<file path="config.mk">
export PLATFORM = sky130hd
export DESIGN_NAME = pcs_link_bringup_fsm
export DESIGN_NICKNAME = d
export VERILOG_FILES = /design/src/rtl/pcs_link_bringup_fsm.sv
export SDC_FILE = /design/constraint.sdc
export NUM_CORES = 1
export LEC_CHECK = 0
export ABC_AREA = 1
export CELL_PAD_IN_SITES_DETAIL_PLACEMENT = 1
export CELL_PAD_IN_SITES_GLOBAL_PLACEMENT = 1
export CORE_ASPECT_RATIO = 0.75
export CORE_MARGIN = 3
export CORE_UTILIZATION = 30
export CTS_CLUSTER_DIAMETER = 40
export CTS_CLUSTER_SIZE = 10
export DETAILED_ROUTE_END_ITERATION = 10
export PLACE_DENSITY = 0.87
export SYNTH_ARGS = -nofsm -noshare
export SYNTH_HDL_FRONTEND = slang
export SYNTH_SLANG_ARGS = --single-unit
</file>
<file path="constraint.sdc">
create_clock -name i_clock -period 2.8 [get_ports i_clock]
set_input_delay 0.84 -clock i_clock [delete_from_list [all_inputs] [get_ports i_clock]]
set_output_delay 0.84 -clock i_clock [all_outputs]
set_load 0.1 [all_outputs]
</file>
<file path="src/rtl/pcs_link_bringup_fsm.sv">
// pcs_link_bringup_fsm
// Brings the PCS loopback datapath up one receive stage at a time.
// A stage is enabled only after the stage below it reports lock.
// Each wait state has its own timeout, and retries are bounded.
// Every output is decoded from registered state only (Moore).
//
// Control semantics: i_start and i_abort are levels sampled every cycle.
// There is no valid/ready handshake. i_start only counts in IDLE or FAIL.
// i_abort wins over everything except i_reset.
module pcs_link_bringup_fsm #(
  parameter int N_LANES      = 20,
  parameter int NB_TIMEOUT   = 24,
  parameter int NB_RETRY     = 4,
  parameter int RESET_CYCLES = 16
) (
  input  logic                  i_clock,
  input  logic                  i_reset,
  input  logic                  i_start,
  input  logic                  i_abort,
  input  logic [NB_TIMEOUT-1:0] i_rf_timeout_limit,
  input  logic [NB_RETRY-1:0]   i_rf_max_retries,
  input  logic [N_LANES-1:0]    i_lanes_block_lock,
  input  logic [N_LANES-1:0]    i_am_lock,
  input  logic                  i_deskew_done,
  output logic                  o_pcs_reset,
  output logic                  o_enb_tx,
  output logic                  o_enb_block_sync,
  output logic                  o_enb_aligner,
  output logic                  o_enb_deskewer,
  output logic                  o_enb_rx_tail,
  output logic                  o_reset_order,
  output logic [2:0]            o_state,
  output logic                  o_link_up,
  output logic                  o_fail,
  output logic [NB_RETRY-1:0]   o_retry_count
);

  localparam logic [2:0] ST_IDLE        = 3'd0;
  localparam logic [2:0] ST_RESET       = 3'd1;
  localparam logic [2:0] ST_WAIT_BLK    = 3'd2;
  localparam logic [2:0] ST_WAIT_AM     = 3'd3;
  localparam logic [2:0] ST_WAIT_DESKEW = 3'd4;
  localparam logic [2:0] ST_ENABLE_RX   = 3'd5;
  localparam logic [2:0] ST_LINK_UP     = 3'd6;
  localparam logic [2:0] ST_FAIL        = 3'd7;

  localparam logic [NB_TIMEOUT-1:0] RESET_LAST = NB_TIMEOUT'(RESET_CYCLES - 1);

  logic [2:0]            state, state_nxt;
  logic [NB_TIMEOUT-1:0] timer, timer_nxt;
  logic [NB_RETRY-1:0]   retry_count, retry_nxt;

  logic all_blk;
  logic all_am;
  logic timeout_hit;
  logic retry_take;
  logic counting;

  assign all_blk = &i_lanes_block_lock;
  assign all_am  = &i_am_lock;

  // A limit of zero disables the timeout.
  // A non-zero limit L fires on the L-th cycle spent in a wait state.
  assign timeout_hit = (i_rf_timeout_limit != '0) &&
                       (timer == (i_rf_timeout_limit - NB_TIMEOUT'(1)));

  // The timer only runs in RESET and in the wait states.
  assign counting = (state == ST_RESET) || (state == ST_WAIT_BLK) ||
                    (state == ST_WAIT_AM) || (state == ST_WAIT_DESKEW);

  // Next-state, retry and timer logic.
  // Advance beats timeout, and a failed stage becomes a retry or FAIL.
  always_comb begin
    state_nxt  = state;
    retry_nxt  = retry_count;
    retry_take = 1'b0;
    case (state)
      ST_IDLE: begin
        if (i_start) state_nxt = ST_RESET;
      end
      ST_RESET: begin
        if (timer == RESET_LAST) state_nxt = ST_WAIT_BLK;
      end
      ST_WAIT_BLK: begin
        if (all_blk)          state_nxt  = ST_WAIT_AM;
        else if (timeout_hit) retry_take = 1'b1;
      end
      ST_WAIT_AM: begin
        // Losing block lock here is a retry at once; there is no timer wait.
        if (all_am && all_blk)          state_nxt  = ST_WAIT_DESKEW;
        else if (!all_blk || timeout_hit) retry_take = 1'b1;
      end
      ST_WAIT_DESKEW: begin
        if (i_deskew_done)                          state_nxt  = ST_ENABLE_RX;
        else if (!all_blk || !all_am || timeout_hit) retry_take = 1'b1;
      end
      ST_ENABLE_RX: begin
        state_nxt = ST_LINK_UP;
      end
      ST_LINK_UP: begin
        // Losing the link restarts bring-up with a fresh retry budget.
        if (!(all_blk && all_am && i_deskew_done)) begin
          state_nxt = ST_RESET;
          retry_nxt = '0;
        end
      end
      ST_FAIL: begin
        if (i_start) begin
          state_nxt = ST_RESET;
          retry_nxt = '0;
        end
      end
      default: begin
        state_nxt = ST_IDLE;
        retry_nxt = '0;
      end
    endcase

    if (retry_take) begin
      if (retry_count < i_rf_max_retries) begin
        state_nxt = ST_RESET;
        retry_nxt = retry_count + NB_RETRY'(1);
      end else begin
        state_nxt = ST_FAIL;
      end
    end

    if (i_abort) begin
      state_nxt = ST_IDLE;
      retry_nxt = '0;
    end

    // The timer clears on every state entry and saturates at all-ones.
    if (state_nxt != state)                timer_nxt = '0;
    else if (counting && (timer != '1))    timer_nxt = timer + NB_TIMEOUT'(1);
    else                                   timer_nxt = timer;
  end

  // State, timer and retry registers with synchronous reset.
  always_ff @(posedge i_clock) begin
    if (i_reset) begin
      state       <= ST_IDLE;
      timer       <= '0;
      retry_count <= '0;
    end else begin
      state       <= state_nxt;
      timer       <= timer_nxt;
      retry_count <= retry_nxt;
    end
  end

  // Moore output decode from registered state.
  always_comb begin
    o_pcs_reset      = 1'b0;
    o_enb_tx         = 1'b0;
    o_enb_block_sync = 1'b0;
    o_enb_aligner    = 1'b0;
    o_enb_deskewer   = 1'b0;
    o_enb_rx_tail    = 1'b0;
    o_reset_order    = 1'b0;
    o_link_up        = 1'b0;
    o_fail           = 1'b0;
    case (state)
      ST_WAIT_BLK: begin
        o_enb_tx         = 1'b1;
        o_enb_block_sync = 1'b1;
      end
      ST_WAIT_AM: begin
        o_enb_tx         = 1'b1;
        o_enb_block_sync = 1'b1;
        o_enb_aligner    = 1'b1;
      end
      ST_WAIT_DESKEW: begin
        o_enb_tx         = 1'b1;
        o_enb_block_sync = 1'b1;
        o_enb_aligner    = 1'b1;
        o_enb_deskewer   = 1'b1;
      end
      ST_ENABLE_RX: begin
        o_enb_tx         = 1'b1;
        o_enb_block_sync = 1'b1;
        o_enb_aligner    = 1'b1;
        o_enb_deskewer   = 1'b1;
        o_enb_rx_tail    = 1'b1;
        o_reset_order    = 1'b1;
      end
      ST_LINK_UP: begin
        o_enb_tx         = 1'b1;
        o_enb_block_sync = 1'b1;
        o_enb_aligner    = 1'b1;
        o_enb_deskewer   = 1'b1;
        o_enb_rx_tail    = 1'b1;
        o_link_up        = 1'b1;
      end
      ST_FAIL: begin
        o_pcs_reset = 1'b1;
        o_fail      = 1'b1;
      end
      default: begin
        o_pcs_reset = 1'b1;
      end
    endcase
  end

  assign o_state       = state;
  assign o_retry_count = retry_count;

endmodule

</file>
==> impl_metrics.py <==
metrics = {
    "final_layout": {
        "fin_util_pct": 52.8,
        "area_growth_pct": 68.2,
        "finish.instance_area_um2": 5520,
        "mostFrequentLayoutCells": "nand2_1, inv_1, buf_4, clkdlybuf4s50_1, nor2_4",
        "insertedDiodeCount": 0,
        "mostFrequentLayoutCell": "nand2_1",
        "drive_gt1_share_pct": 36.9,
        "nets": 774,
    },
    "drt": {
        "wl_per_cell_um": 21.9,
        "routed_wl_um": 18200,
        "ant_nets": 0,
        "first_pass_iters": 5,
        "drc": 0,
        "drtIter0Drc": 368,
        "drt-vias-per-instance": 5.51,
        "num_vias": 4587,
    },
    "timing": {
        "rsz0062_at_grt": "true",
        "setup_viol": 30,
        "fmax_mhz": 311,
        "worstMarginPinSlew_ps": 609,
        "fin_crit_sh_pct": 115,
        "min_period_ps": 3220,
        "timing_hold_violations_final": 0,
        "finClkSkew_ps": 6.05,
        "fin_ws_ps": -415,
        "finalMaxSlewViolations": 0,
        "final.setup.tns_ps": -10660,
        "slew-limit-headroom_pct": 59.1,
    },
    "cts": {
        "clkLatencyLatePin_ps": 290,
        "clkSinkCount": 31,
        "h-tree-depth": 2,
        "cts_root_buffer": "clkbuf_16",
        "ctsHoldBuffers": 0,
        "clockBufferDepth": 2,
        "cts.reportedPaths.clkPinSlew_ps": 60,
        "cts_tree": "done",
        "numCtsBuffers": 5,
    },
    "status": {
        "status": "finished with violations",
        "violations": "negative setup slack",
    },
    "pwr": {
        "internal_power_uw": 1020,
        "power_frac_comb_pct": 29.9,
        "switching_share_pct": 31.8,
        "ir_drop_mv": 0.180,
        "p_per_area_nw_per_um2": 272,
        "leakage_uw": 0.00244,
        "p_switching_uw": 477,
        "p_clk_share_pct": 40.1,
        "pwr-share-seq_pct": 30.0,
    },
    "setup_path": {
        "crit_buf_inv": 4,
        "critPathLaunch": "i_rf_timeout_limit[4]",
        "endpoint": "timer[11]",
        "r2r_end": "timer[11]",
        "critical_path_arrival_ps": 3440,
        "cp_slowest_cell": "buf_12",
        "reg2reg_from": "timer[4]",
        "critical_path_required_ps": 3020,
        "path_delay_family": "simple AND/OR/NAND/NOR gates",
        "r2r_setup_slack_ps": -100,
        "max_stage_delay_ps": 200,
        "path_cells": "buf_2 -> buf_6 -> inv_1 -> nand2_1 -> nand2_2 -> nand2_1 -> nand2_1 -> nand2_1 -> nor2_1 -> nand2_1 -> nor2_1 -> nand3_1 -> nor2_2 -> nand2_1 -> nand2_2 -> nand2_4 -> nand2_4 -> nand2_8 -> nand3_4 -> nand2_2 -> nand2_2 -> nand3_4 -> buf_12 -> nor2_2",
        "startpoint_type": "input port",
        "crit_top_cell": "nand2_1",
        "r2r_cells": 22,
        "end_kind": "flop",
        "worst-setup-path-type": "input port to flop",
        "cp_max_fo": 12,
        "worst-path-stages": 24,
    },
    "global_routing": {
        "grt_max_degree": 13,
        "grt_first_pass_wirelength_um": 25900,
        "grt_pass1_vias": 4973,
        "grtUsageTotal_pct": 26.9,
        "grt_overflow": 0,
        "antenna_found_initial": 0,
    },
    "hold_path": {
        "hold_start": "o_retry_count[0]",
        "whs_path_depth": 2,
        "min_path_type": "flop to flop",
    },
    "synth": {
        "ys_ff_latch": 31,
        "syn-cell-area_um2": 3280,
        "synth_cells": 544,
        "synth_nets": 623,
        "syn_area_per_cell_um2": 6.03,
        "ys_warn_count": 0,
        "ys_seq_area_share_pct": 18.9,
        "ys_types": 40,
    },
    "placement": {
        "portBuffers": 88,
        "dpl_cell_area_um2": 4670,
        "dp_slack_ps": -908,
        "gp_congestion": 0.854,
        "place.detailed.hpwl_um": 10300,
    },
    "floorplan": {
        "die_w_um": 127,
        "start_util_pct": 31.4,
        "rows": 32,
        "core-area_um2": 10500,
        "dieArea_um2": 12200,
        "ios": 89,
        "die_height_um": 96.5,
    },
    "run": {
        "maxCapViolCount": 0,
    },
}
-- logic make-up after synthesis --
kind of cell    Yosys count  share of synthesized area (%)
simple gates            344                           51.7
mux                       1                          0.305
buf+inv                 100                           12.2
xor+xnor                 40                           10.7
compound gates           22                           3.89
flops                    31                           18.9
fa+ha+maj                 6                           2.29
-- final cells by class --
| cell class | count | area, um2 |
|---|---|---|
| sequential | 31 | 627 |
| tap | 136 | 170 |
| inverter | 91 | 349 |
| clock buffer | 8 | 156 |
| timing repair buffer | 152 | 1420 |
| multi-input combinational | 414 | 2790 |
| fill | 1318 | 4930 |
-- synth_stat cells (all sizes together) --
cell type | instances | area, um2
clkbuf | 5 | 22.5
and3 | 1 | 6.26
nor3b | 1 | 7.51
o211ai | 4 | 30.0
and2 | 2 | 12.5
dfxtp | 31 | 621
inv | 91 | 342
nor2 | 102 | 497
nand4 | 27 | 175
nor4 | 8 | 56.3
nand3 | 41 | 233
xnor2 | 8 | 70.1
or2 | 4 | 25.0
mux2i | 1 | 10.0
buf | 4 | 35.0
o21ai | 8 | 40.0
a21oi | 7 | 35.0
nand2 | 137 | 557
xor2 | 32 | 280
a21boi | 1 | 7.51
ha | 6 | 75.1
nor3 | 17 | 96.4
o21bai | 2 | 15.0
nand3b | 4 | 30.0
-- state kept, by name, indices dropped and copies added (netlist names) --
name and cells:
o_retry_count 4, o_state 3, timer 24
-- metrics by stage --
step                      hold WS [ps]  cells  total power, uW
after global placement             517    802              797
after floorplan                    559    544              607
after CTS                          576    829             1440
after global routing               609    832             1530
final                              596    832             1500
after detailed placement           570    802              811
-- worst register-to-register path, delay by kind of cell (launching register included) --
family,cells,cell delay [ps]
flops,1,380
buf+inv,2,380
simple gates,20,2060
-- worst min-delay path by stage --
stage | slack (ps) | endpoint
6_report | 600 | o_retry_count[0]
5_1_grt | 610 | o_retry_count[3]
4_1_cts | 580 | o_retry_count[2]
3_5_place_dp | 570 | o_retry_count[2]
3_3_place_gp | 520 | o_retry_count[2]
2_1_floorplan | 560 | timer[2]
-- metal layers --
layer,GRT usage [%],share of wire (%)
met3,4.89,8.1
met5,0,0
met4,16.2,6.6
met1,30.5,38
met2,47.8,47
-- power groups by stage --
stage          Clock (uW)  Sequential, uW  Combinational [uW]
2_1_floorplan           0             465                 142
3_3_place_gp            0             457                 339
3_5_place_dp            0             458                 354
4_1_cts               589             448                 405
5_1_grt               608             449                 470
6_report              602             449                 448
-- repair_timing --
| item | 4_1_cts | 5_1_grt |
|---|---|---|
| setup buffers | 17 | 8 |
| resized for setup | 166 | 80 |
| pin swaps | 47 | 38 |
| setup endpoints to repair | 31 | 31 |
| gates cloned | 2 | 0 |
Note: power is estimated with default switching activity, not from simulation.
